<file path="src/rtl/reaction_game_core.sv">
// reaction_game_core
// Purpose: core of a reaction game. After a start press the player sits through
// a READY countdown, then a PLAY window in which hits score points and misses
// cost lives. Clearing every level wins, and running out of lives loses.
// Ports:
//   in_clk     sole clock, rising edge
//   reset      asynchronous active-high reset
//   start      start/restart button level (acts on its rising edge)
//   hit, miss  player buttons (act on their rising edges)
//   state      00 IDLE, 01 READY, 10 PLAY, 11 END
//   level      current level
//   life       remaining lives
//   hits       hits scored in the current level
//   time_left  seconds remaining in the current countdown
//   game_end   00 running/idle, 01 win, 10 lose
//   tick       one-cycle pulse per elapsed second
module reaction_game_core #(
  parameter int TICK_DIV       = 100000000,
  parameter int READY_SECS     = 5,
  parameter int ROUND_SECS     = 30,
  parameter int NUM_LEVELS     = 4,
  parameter int NUM_LIVES      = 3,
  parameter int HITS_PER_LEVEL = 5,
  localparam int LVW  = (NUM_LEVELS > 1) ? $clog2(NUM_LEVELS) : 1,
  localparam int LFW  = $clog2(NUM_LIVES + 1),
  localparam int HW   = $clog2(HITS_PER_LEVEL + 1),
  localparam int MAXT = (READY_SECS > ROUND_SECS) ? READY_SECS : ROUND_SECS,
  localparam int TW   = $clog2(MAXT + 1)
) (
  input  logic           in_clk,
  input  logic           reset,
  input  logic           start,
  input  logic           hit,
  input  logic           miss,
  output logic [1:0]     state,
  output logic [LVW-1:0] level,
  output logic [LFW-1:0] life,
  output logic [HW-1:0]  hits,
  output logic [TW-1:0]  time_left,
  output logic [1:0]     game_end,
  output logic           tick
);

  localparam int PW = $clog2(TICK_DIV);

  localparam logic [PW-1:0]  PRESC_MAX  = PW'(TICK_DIV - 1);
  localparam logic [TW-1:0]  READY_T    = TW'(READY_SECS);
  localparam logic [TW-1:0]  ROUND_T    = TW'(ROUND_SECS);
  localparam logic [LVW-1:0] LAST_LEVEL = LVW'(NUM_LEVELS - 1);
  localparam logic [LFW-1:0] FULL_LIFE  = LFW'(NUM_LIVES);
  localparam logic [HW-1:0]  HITS_MAX   = HW'(HITS_PER_LEVEL);

  localparam logic [1:0] GE_NONE = 2'b00;
  localparam logic [1:0] GE_WIN  = 2'b01;
  localparam logic [1:0] GE_LOSE = 2'b10;

  typedef enum logic [1:0] {
    S_IDLE  = 2'b00,
    S_READY = 2'b01,
    S_PLAY  = 2'b10,
    S_END   = 2'b11
  } state_t;

  state_t         r_state;
  logic [LVW-1:0] r_level;
  logic [LFW-1:0] r_life;
  logic [HW-1:0]  r_hits;
  logic [TW-1:0]  r_timeLeft;
  logic [1:0]     r_gameEnd;
  logic           r_tick;
  logic [PW-1:0]  r_presc;
  logic           r_startQ;
  logic           r_hitQ;
  logic           r_missQ;

  logic           w_startEdge;
  logic           w_hitEdge;
  logic           w_missEdge;
  logic           w_tickNow;
  logic           w_timeout;
  logic           w_lastLife;
  logic [PW-1:0]  w_prescNext;
  logic [TW-1:0]  w_timeDec;
  logic [HW-1:0]  w_hitsInc;

  // Button history registers reset to 1, so a button held through reset
  // release never looks like a fresh press.
  assign w_startEdge = start & ~r_startQ;
  assign w_hitEdge   = hit   & ~r_hitQ;
  assign w_missEdge  = miss  & ~r_missQ;

  // The second boundary is the cycle in which the prescaler sits at its top
  // value; the registered tick output then rises together with the timer update.
  assign w_tickNow   = (r_presc == PRESC_MAX);
  assign w_prescNext = w_tickNow ? '0 : r_presc + PW'(1);
  assign w_timeout   = w_tickNow && (r_timeLeft == TW'(1));
  assign w_timeDec   = (w_tickNow && (r_timeLeft != '0)) ? r_timeLeft - TW'(1) : r_timeLeft;
  assign w_lastLife  = (r_life == LFW'(1));
  assign w_hitsInc   = r_hits + HW'(1);

  // Game FSM. Every output is a register written here. Whenever time_left is
  // reloaded the prescaler restarts from 0, so the new second is a full one.
  always_ff @(posedge in_clk or posedge reset) begin
    if (reset) begin
      r_state    <= S_IDLE;
      r_level    <= '0;
      r_life     <= FULL_LIFE;
      r_hits     <= '0;
      r_timeLeft <= '0;
      r_gameEnd  <= GE_NONE;
      r_tick     <= 1'b0;
      r_presc    <= '0;
      r_startQ   <= 1'b1;
      r_hitQ     <= 1'b1;
      r_missQ    <= 1'b1;
    end else begin
      r_startQ <= start;
      r_hitQ   <= hit;
      r_missQ  <= miss;
      r_tick   <= 1'b0;
      case (r_state)
        S_IDLE: begin
          if (w_startEdge) begin
            r_state    <= S_READY;
            r_timeLeft <= READY_T;
            r_presc    <= '0;
          end
        end
        S_READY: begin
          r_tick     <= w_tickNow;
          r_presc    <= w_prescNext;
          r_timeLeft <= w_timeDec;
          // A press during the countdown is a false start and outranks the
          // countdown expiring in the same cycle.
          if (w_hitEdge || w_missEdge) begin
            if (w_lastLife) begin
              r_life    <= '0;
              r_state   <= S_END;
              r_gameEnd <= GE_LOSE;
            end else begin
              r_life     <= r_life - LFW'(1);
              r_timeLeft <= READY_T;
              r_presc    <= '0;
            end
          end else if (w_timeout) begin
            r_state    <= S_PLAY;
            r_timeLeft <= ROUND_T;
            r_presc    <= '0;
          end
        end
        S_PLAY: begin
          r_tick     <= w_tickNow;
          r_presc    <= w_prescNext;
          r_timeLeft <= w_timeDec;
          // Only one event per cycle: miss beats timeout, which beats hit.
          if (w_missEdge) begin
            if (w_lastLife) begin
              r_life    <= '0;
              r_state   <= S_END;
              r_gameEnd <= GE_LOSE;
            end else begin
              r_life <= r_life - LFW'(1);
            end
          end else if (w_timeout) begin
            r_hits <= '0;
            if (w_lastLife) begin
              r_life    <= '0;
              r_state   <= S_END;
              r_gameEnd <= GE_LOSE;
            end else begin
              r_life     <= r_life - LFW'(1);
              r_state    <= S_READY;
              r_timeLeft <= READY_T;
              r_presc    <= '0;
            end
          end else if (w_hitEdge) begin
            if (w_hitsInc == HITS_MAX) begin
              if (r_level == LAST_LEVEL) begin
                r_hits    <= w_hitsInc;
                r_state   <= S_END;
                r_gameEnd <= GE_WIN;
              end else begin
                r_level    <= r_level + LVW'(1);
                r_hits     <= '0;
                r_state    <= S_READY;
                r_timeLeft <= READY_T;
                r_presc    <= '0;
              end
            end else begin
              r_hits <= w_hitsInc;
            end
          end
        end
        S_END: begin
          // Everything is held, and only a start press begins a new game.
          if (w_startEdge) begin
            r_state    <= S_READY;
            r_level    <= '0;
            r_life     <= FULL_LIFE;
            r_hits     <= '0;
            r_gameEnd  <= GE_NONE;
            r_timeLeft <= READY_T;
            r_presc    <= '0;
          end
        end
        default: r_state <= S_IDLE;
      endcase
    end
  end

  assign state     = r_state;
  assign level     = r_level;
  assign life      = r_life;
  assign hits      = r_hits;
  assign time_left = r_timeLeft;
  assign game_end  = r_gameEnd;
  assign tick      = r_tick;

endmodule
</file>
<file path="config.mk">
export PLATFORM = sky130hd
export DESIGN_NAME = reaction_game_core
export DESIGN_NICKNAME = d
export VERILOG_FILES = /design/src/rtl/reaction_game_core.sv
export SDC_FILE = /design/constraint.sdc
export NUM_CORES = 1
export LEC_CHECK = 0
export CAP_MARGIN = 20
export CORE_ASPECT_RATIO = 0.75
export CORE_MARGIN = 2
export CORE_UTILIZATION = 60
export CTS_CLUSTER_DIAMETER = 80
export CTS_CLUSTER_SIZE = 20
export DETAILED_ROUTE_END_ITERATION = 16
export DONT_BUFFER_PORTS = 1
export PLACE_DENSITY = 0.73
export SLEW_MARGIN = 40
export SYNTH_ARGS = -nofsm -noshare
export SYNTH_HDL_FRONTEND = slang
export SYNTH_SLANG_ARGS = --single-unit
export TNS_END_PERCENT = 5
</file>
<file path="constraint.sdc">
create_clock -name in_clk -period 5.2 [get_ports in_clk]
set_input_delay 0.52 -clock in_clk [delete_from_list [all_inputs] [get_ports in_clk]]
set_output_delay 0.52 -clock in_clk [all_outputs]
set_load 0.05 [all_outputs]
</file>
==> results of run 1 <==
==> registers in the layout, summed over array words and instances, names as in the netlist <==
name,cells
level,2
r_startQ,1
tick,1
hits,3
time_left,5
state,2
game_end,2
r_presc,27
r_hitQ,1
life,2
r_missQ,1
==> power by group <==
group / internal, mW / switching [mW]
Combinational: 0.279 / 0.487
Sequential: 0.425 / 0.219
Clock: 0.122 / 0.124
Total: 0.825 / 0.830
==> worst register-to-register path, delay by kind of cell (launching register included) <==
kind | cells | cell delay [ns]
flip-flops | 1 | 0.76
buffers and inverters | 2 | 0.45
adder cells (fa/ha/maj) | 1 | 0.45
AND/OR/NAND/NOR | 2 | 0.83
AO/OA/AOI/OAI | 2 | 0.43
==> how the worst max path moves through the flow <==
stage / start / to / slack (ns) / cells past startpoint
after floorplan: time_left[0] / time_left[3] / 2.79 / 7
after global placement: state[1] / r_presc[23] / 2.17 / 8
after detailed placement: state[1] / r_presc[4] / 2.09 / 8
after CTS: state[1] / r_presc[4] / 2.06 / 8
after global routing: state[1] / r_presc[26] / 1.98 / 8
final: state[1] / time_left[1] / 2.17 / 7
==> layout by cell type, fill, tap and decap left out, types with 3 or more instances in the layout <==
master and count:
dfrtp_1 42, o21ai_0 40, nand2_1 34, a21oi_1 26, nor2_1 21, inv_1 20, nor3_1 18, ha_1 13
nand3_1 12, or3_1 8, nand4_1 7, clkbuf_8 7, o31ai_1 6, and4_1 5, nand2b_1 5, a211oi_1 5
dfstp_2 5, nor2b_1 4, and2_1 4, a311oi_1 4, and3_1 3, o22ai_1 3, mux2_2 3, a21o_1 3
a31oi_1 3
==> cells in the mapped netlist (all sizes together) (4+ instances only) <==
cell / count / area (um^2)
inv: 21 / 78.8
o21ai: 42 / 210
nand3: 13 / 70.1
nand2b: 5 / 31.3
buf: 5 / 27.5
and4: 5 / 43.8
a21oi: 26 / 130
nand2: 34 / 128
nor2: 21 / 78.8
nor2b: 5 / 31.3
dfrtp: 42 / 1050
and2: 4 / 25.0
clkbuf: 6 / 22.5
ha: 13 / 163
or3: 8 / 50.1
o31ai: 6 / 45.0
nand4: 8 / 56.3
nor3: 20 / 105
a211oi: 5 / 37.5
a311oi: 5 / 61.3
dfstp: 5 / 131
==> per-stage QoR <==
stage,instance area [um^2],std cells
floorplan,2970,345
global placement,3000,395
detailed placement,3010,395
CTS,3110,403
global route,3120,403
finish,3120,403
==> routing by layer <==
metal / vias up / GRT usage
met5: - / 0
met4: 0 / 0.0675
met3: 5 / 0.0510
met2: 87 / 0.387
met1: 1287 / 0.399
li1: 1275 / -
==> layout make-up <==
cell class	count	area, um^2	share of cell area
clock buffers	8	100	0.0321
repair buffers	1	7.51	0.00241
well taps	60	75.1	0.0241
flip-flops and latches	47	1180	0.379
inverters	21	81.3	0.0261
multi-input cells	266	1670	0.536
==> cell families after synthesis <==
group,share of synthesized area
flip-flops,0.398
AND/OR/NAND/NOR,0.247
AO/OA/AOI/OAI,0.235
multiplexers,0.0181
buffers and inverters,0.0434
XOR/XNOR,0.00295
adder cells (fa/ha/maj),0.0548
==> metrics.csv, run 1 <==
metric,value,unit
post_cts_resized,0,
rr_startpoint,state[1],
syn_nets,363,
crit_arrival,3.23,ns
finalPower,1.66,mW
coreArea,4820,um^2
maxSlewViolCount,0,
cts_hold_buf,0,
hold_viol,0,
status,"complete, no violations",
slowest_stage,dfrtp_1,
postCtsSetupBuffers,0,
slew_headroom,0.519,
die_w,85.2,um
std_cell_rows,22,
num_io_pins,22,
fin_ws,2.17,ns
fillCellCount,396,
dp_slack,2.09,ns
io_buffers,0,
critical_path_class,reg2reg,
r2r_slack,2.17,ns
drt-initial-drc-count,272,
cts_root_buffer,clkbuf_8,
crit_family,simple AND/OR/NAND/NOR gates,
grt-ovfl-total,0,
place_congestion,0.859,
synth.yosys.warnings,0,
die_y,64.9,um
post-route-util,0.647,
synth-edff-count,0,
cts_tree,built,
netlist-cell-type-count,55,
ant_nets,0,
syn_avg_cell_area,8.61,um^2
drive_gt1_frac,0.0845,
final_nets,360,
r2r_end,time_left[1],
clkTransAtPathRegs,0.09,ns
finalHoldWorstSlack,0.149,ns
drt_pass1_iterations,6,
dieArea,5530,um^2
vdd_drop_max,0.000364,V
netlist_area,2970,um^2
syn2layout_area_growth,5.01,%
start_util,0.616,
rsz0062_at_grt,false,
reg2regPathDepth,7,
via_count,2654,
drt-met1-wl,3490,um
crit_chain,inv_1 -> ha_1 -> nor2b_2 -> buf_4 -> nor4_2 -> a21oi_1 -> a311oi_1,
tns,0,ns
hold_class,in2async,
synth_flop_cell,dfrtp_1,
synth_seq_cells,47,
htree_levels,2,
wl_met2,2970,um
routed-wl-met3,392,um
cellPowerDensity,531,nW/um^2
clock_sinks,47,
routed_via_density,6.59,
antennaDiodeCount,0,
async_flop_share,1.00,
clock.fmax,330,MHz
grt_max_degree,48,
wl,6910,um
cts_buffers,5,
top_layer_used,met4,
insertion_delay,0.30,ns
antenna_found_initial,0,
wl_per_cell,17.1,um
first_global_vias,2379,
cts_buffer_depth,2,
required,5.40,ns
period_needed,3.03,ns
leakagePower,1.24,nW
min_period_over_period,0.583,
crit_buf_inv,2,
drc,0,
grt_pass1_wl,11500,um
synth_cells,345,
place.detailed.hpwl,4840,um
tightestPinTransition,0.715,ns
yosysSeqAreaShare,0.398,
setup_viol,0,
crit_fanout,18,
grtUsageTotal,0.264,
max_stage_delay,0.76,ns
clock_skew,0.00808,ns
cp-end-kind,flip-flop,
cap_violations,0,
start_kind,flip-flop,
Note: power is estimated with default switching activity, not from simulation.
==> inputs of run 2 (changes only) <==
Clock period 5.2 ns to 3 ns, I/O delays scaled along.
==> run 2 against run 1 <==
  * Die area unchanged
  * Sequential share of layout area down 1.7 points
  * Power rose by 79%
  * Global-route usage grew 0.52 points
  * Core utilization rose by 3.0 points
  * Combinational power up 120%
  * Maximum frequency grew 18%
  * Setup slack got worse by 1.7 ns
  * Clock power up 66%
  * Sequential power increased by 40%
  * Register-to-register slack worse by 1.7 ns
  * Largest power group unchanged
==> metrics.csv, run 2 (synthesized netlist as in run 1, its figures left out) <==
metric,value,unit,change
status,"complete, no violations",,
place.detailed.hpwl,5040,um,+4.2%
cts_tree,built,,
reg2regPathDepth,6,,-1
slew_headroom,0.526,,+0.00710
antenna_found_initial,0,,unchanged
cap_violations,0,,unchanged
place_congestion,0.851,,-0.92%
finalPower,2.96,mW,+79%
grt_max_degree,48,,unchanged
coreArea,4820,um^2,unchanged
num_io_pins,22,,unchanged
period_needed,2.56,ns,-0.469 ns
cts_root_buffer,clkbuf_8,,
hold_viol,0,,unchanged
die_w,85.2,um,unchanged
leakagePower,1.32,nW,+6.3%
min_period_over_period,0.854,,+0.271
htree_levels,2,,unchanged
start_util,0.616,,unchanged
tightestPinTransition,0.705,ns,-0.00992 ns
cellPowerDensity,908,nW/um^2,+71%
tns,0,ns,unchanged
die_y,64.9,um,unchanged
antennaDiodeCount,0,,unchanged
io_buffers,0,,unchanged
routed_via_density,6.37,,-3.3%
cts_buffer_depth,2,,unchanged
final_nets,380,,+5.6%
fillCellCount,384,,-3.0%
drt_pass1_iterations,5,,-1
postCtsSetupBuffers,0,,unchanged
ant_nets,0,,unchanged
grt-ovfl-total,0,,unchanged
setup_viol,0,,unchanged
r2r_slack,0.44,ns,-1.73 ns
rr_startpoint,life[0],,
clock_skew,0.00816,ns,+0.0000810 ns
rsz0062_at_grt,false,,
layout_common_cells,"dfrtp_1, o21ai_0, nand2_1",,
grt_pass1_wl,11800,um,+2.6%
clkTransAtPathRegs,0.09,ns,about the same
crit_fanout,10,,-8
vdd_drop_max,0.000670,V,+84%
holdPathStages,4,,
largest_register,r_presc,,
drt-initial-drc-count,202,,-26%
crit_arrival,2.78,ns,-0.45 ns
largest_register_ffs,27,,unchanged
dieArea,5530,um^2,unchanged
wl,6940,um,+0.51%
start_kind,flip-flop,,
post_cts_resized,0,,unchanged
grtUsageTotal,0.269,,+0.00524
wl_per_cell,16.4,um,-4.2%
critical_path_class,reg2reg,,
layout_commonest_cell,dfrtp_1,,
insertion_delay,0.31,ns,about the same
first_global_vias,2403,,+1.0%
drc,0,,unchanged
required,3.22,ns,-2.18 ns
cp-end-kind,flip-flop,,
hold_class,in2reg,,
drive_gt1_frac,0.121,,+0.0367
maxSlewViolCount,0,,unchanged
cts_buffers,5,,unchanged
via_count,2695,,+1.5%
clock.fmax,390,MHz,+18%
r2r_end,r_presc[21],,
min_to,game_end[0],,
hold_path_startpoint,hit,,
syn2layout_area_growth,9.86,%,
clock_sinks,47,,unchanged
std_cell_rows,22,,unchanged
-- run 2: timing repair --
| item | CTS | global route |
|---|---|---|
| endpoints found under the setup margin | 0 | 0 |
| hold endpoints to repair | 45 | 0 |
| hold buffers | 4 | 0 |
-- run 2: power by group --
group	internal [mW]	switching, mW	total (mW)
registers	0.742	0.159	0.901
logic	0.573	1.08	1.65
clock network	0.189	0.220	0.409
-- run 2: worst max path at each step --
| stage | from | end | slack, ns | depth (start not counted) |
|---|---|---|---|---|
| after floorplan | time_left[0] | time_left[3] | 0.59 | 7 |
| after global routing | life[0] | r_presc[21] | 0.23 | 6 |
| after detailed placement | life[0] | r_presc[21] | 0.45 | 6 |
| after global placement | life[0] | r_presc[18] | 0.55 | 6 |
| after CTS | life[0] | r_presc[21] | 0.44 | 6 |
| final | life[0] | r_presc[21] | 0.44 | 6 |
-- run 2: metrics by stage --
stage	hold slack, ns	worst slack, ns	area (um^2)	instances	util
final	0.411	0.438	3260	423	0.677
after global routing	0.423	0.228	3260	423	0.677
after CTS	0.395	0.444	3260	423	0.677
after detailed placement	0.287	0.448	3130	411	0.649
after global placement	0.305	0.552	3120	411	0.649
after floorplan	0.304	0.591	2970	345	-
-- run 2: final cells by class --
class                   count  area, um^2  area share
well taps                  60        75.1      0.0230
clock inverters             1        8.76     0.00269
inverters                  21        81.3      0.0249
repair buffers             21         168      0.0514
flip-flops and latches     47        1180       0.362
clock buffers               7        86.3      0.0265
multi-input cells         266        1660       0.509
-- run 2: critical path: stages, from the launching register on --
cell,delay [ns]
dfstp_2,0.72
ha_1,0.38
a21oi_1,0.14
o22a_1,0.36
nor2_1,0.52
a21oi_1,0.14
o21ai_0,0.22
-- run 2: metal layers --
layer | track usage | up-vias | wire (um)
li1 | - | 1315 | -
met3 | 0.0433 | 10 | 417
met4 | 0.0734 | 0 | 87
met2 | 0.366 | 83 | 2870
met5 | 0 | - | 0
met1 | 0.434 | 1287 | 3570
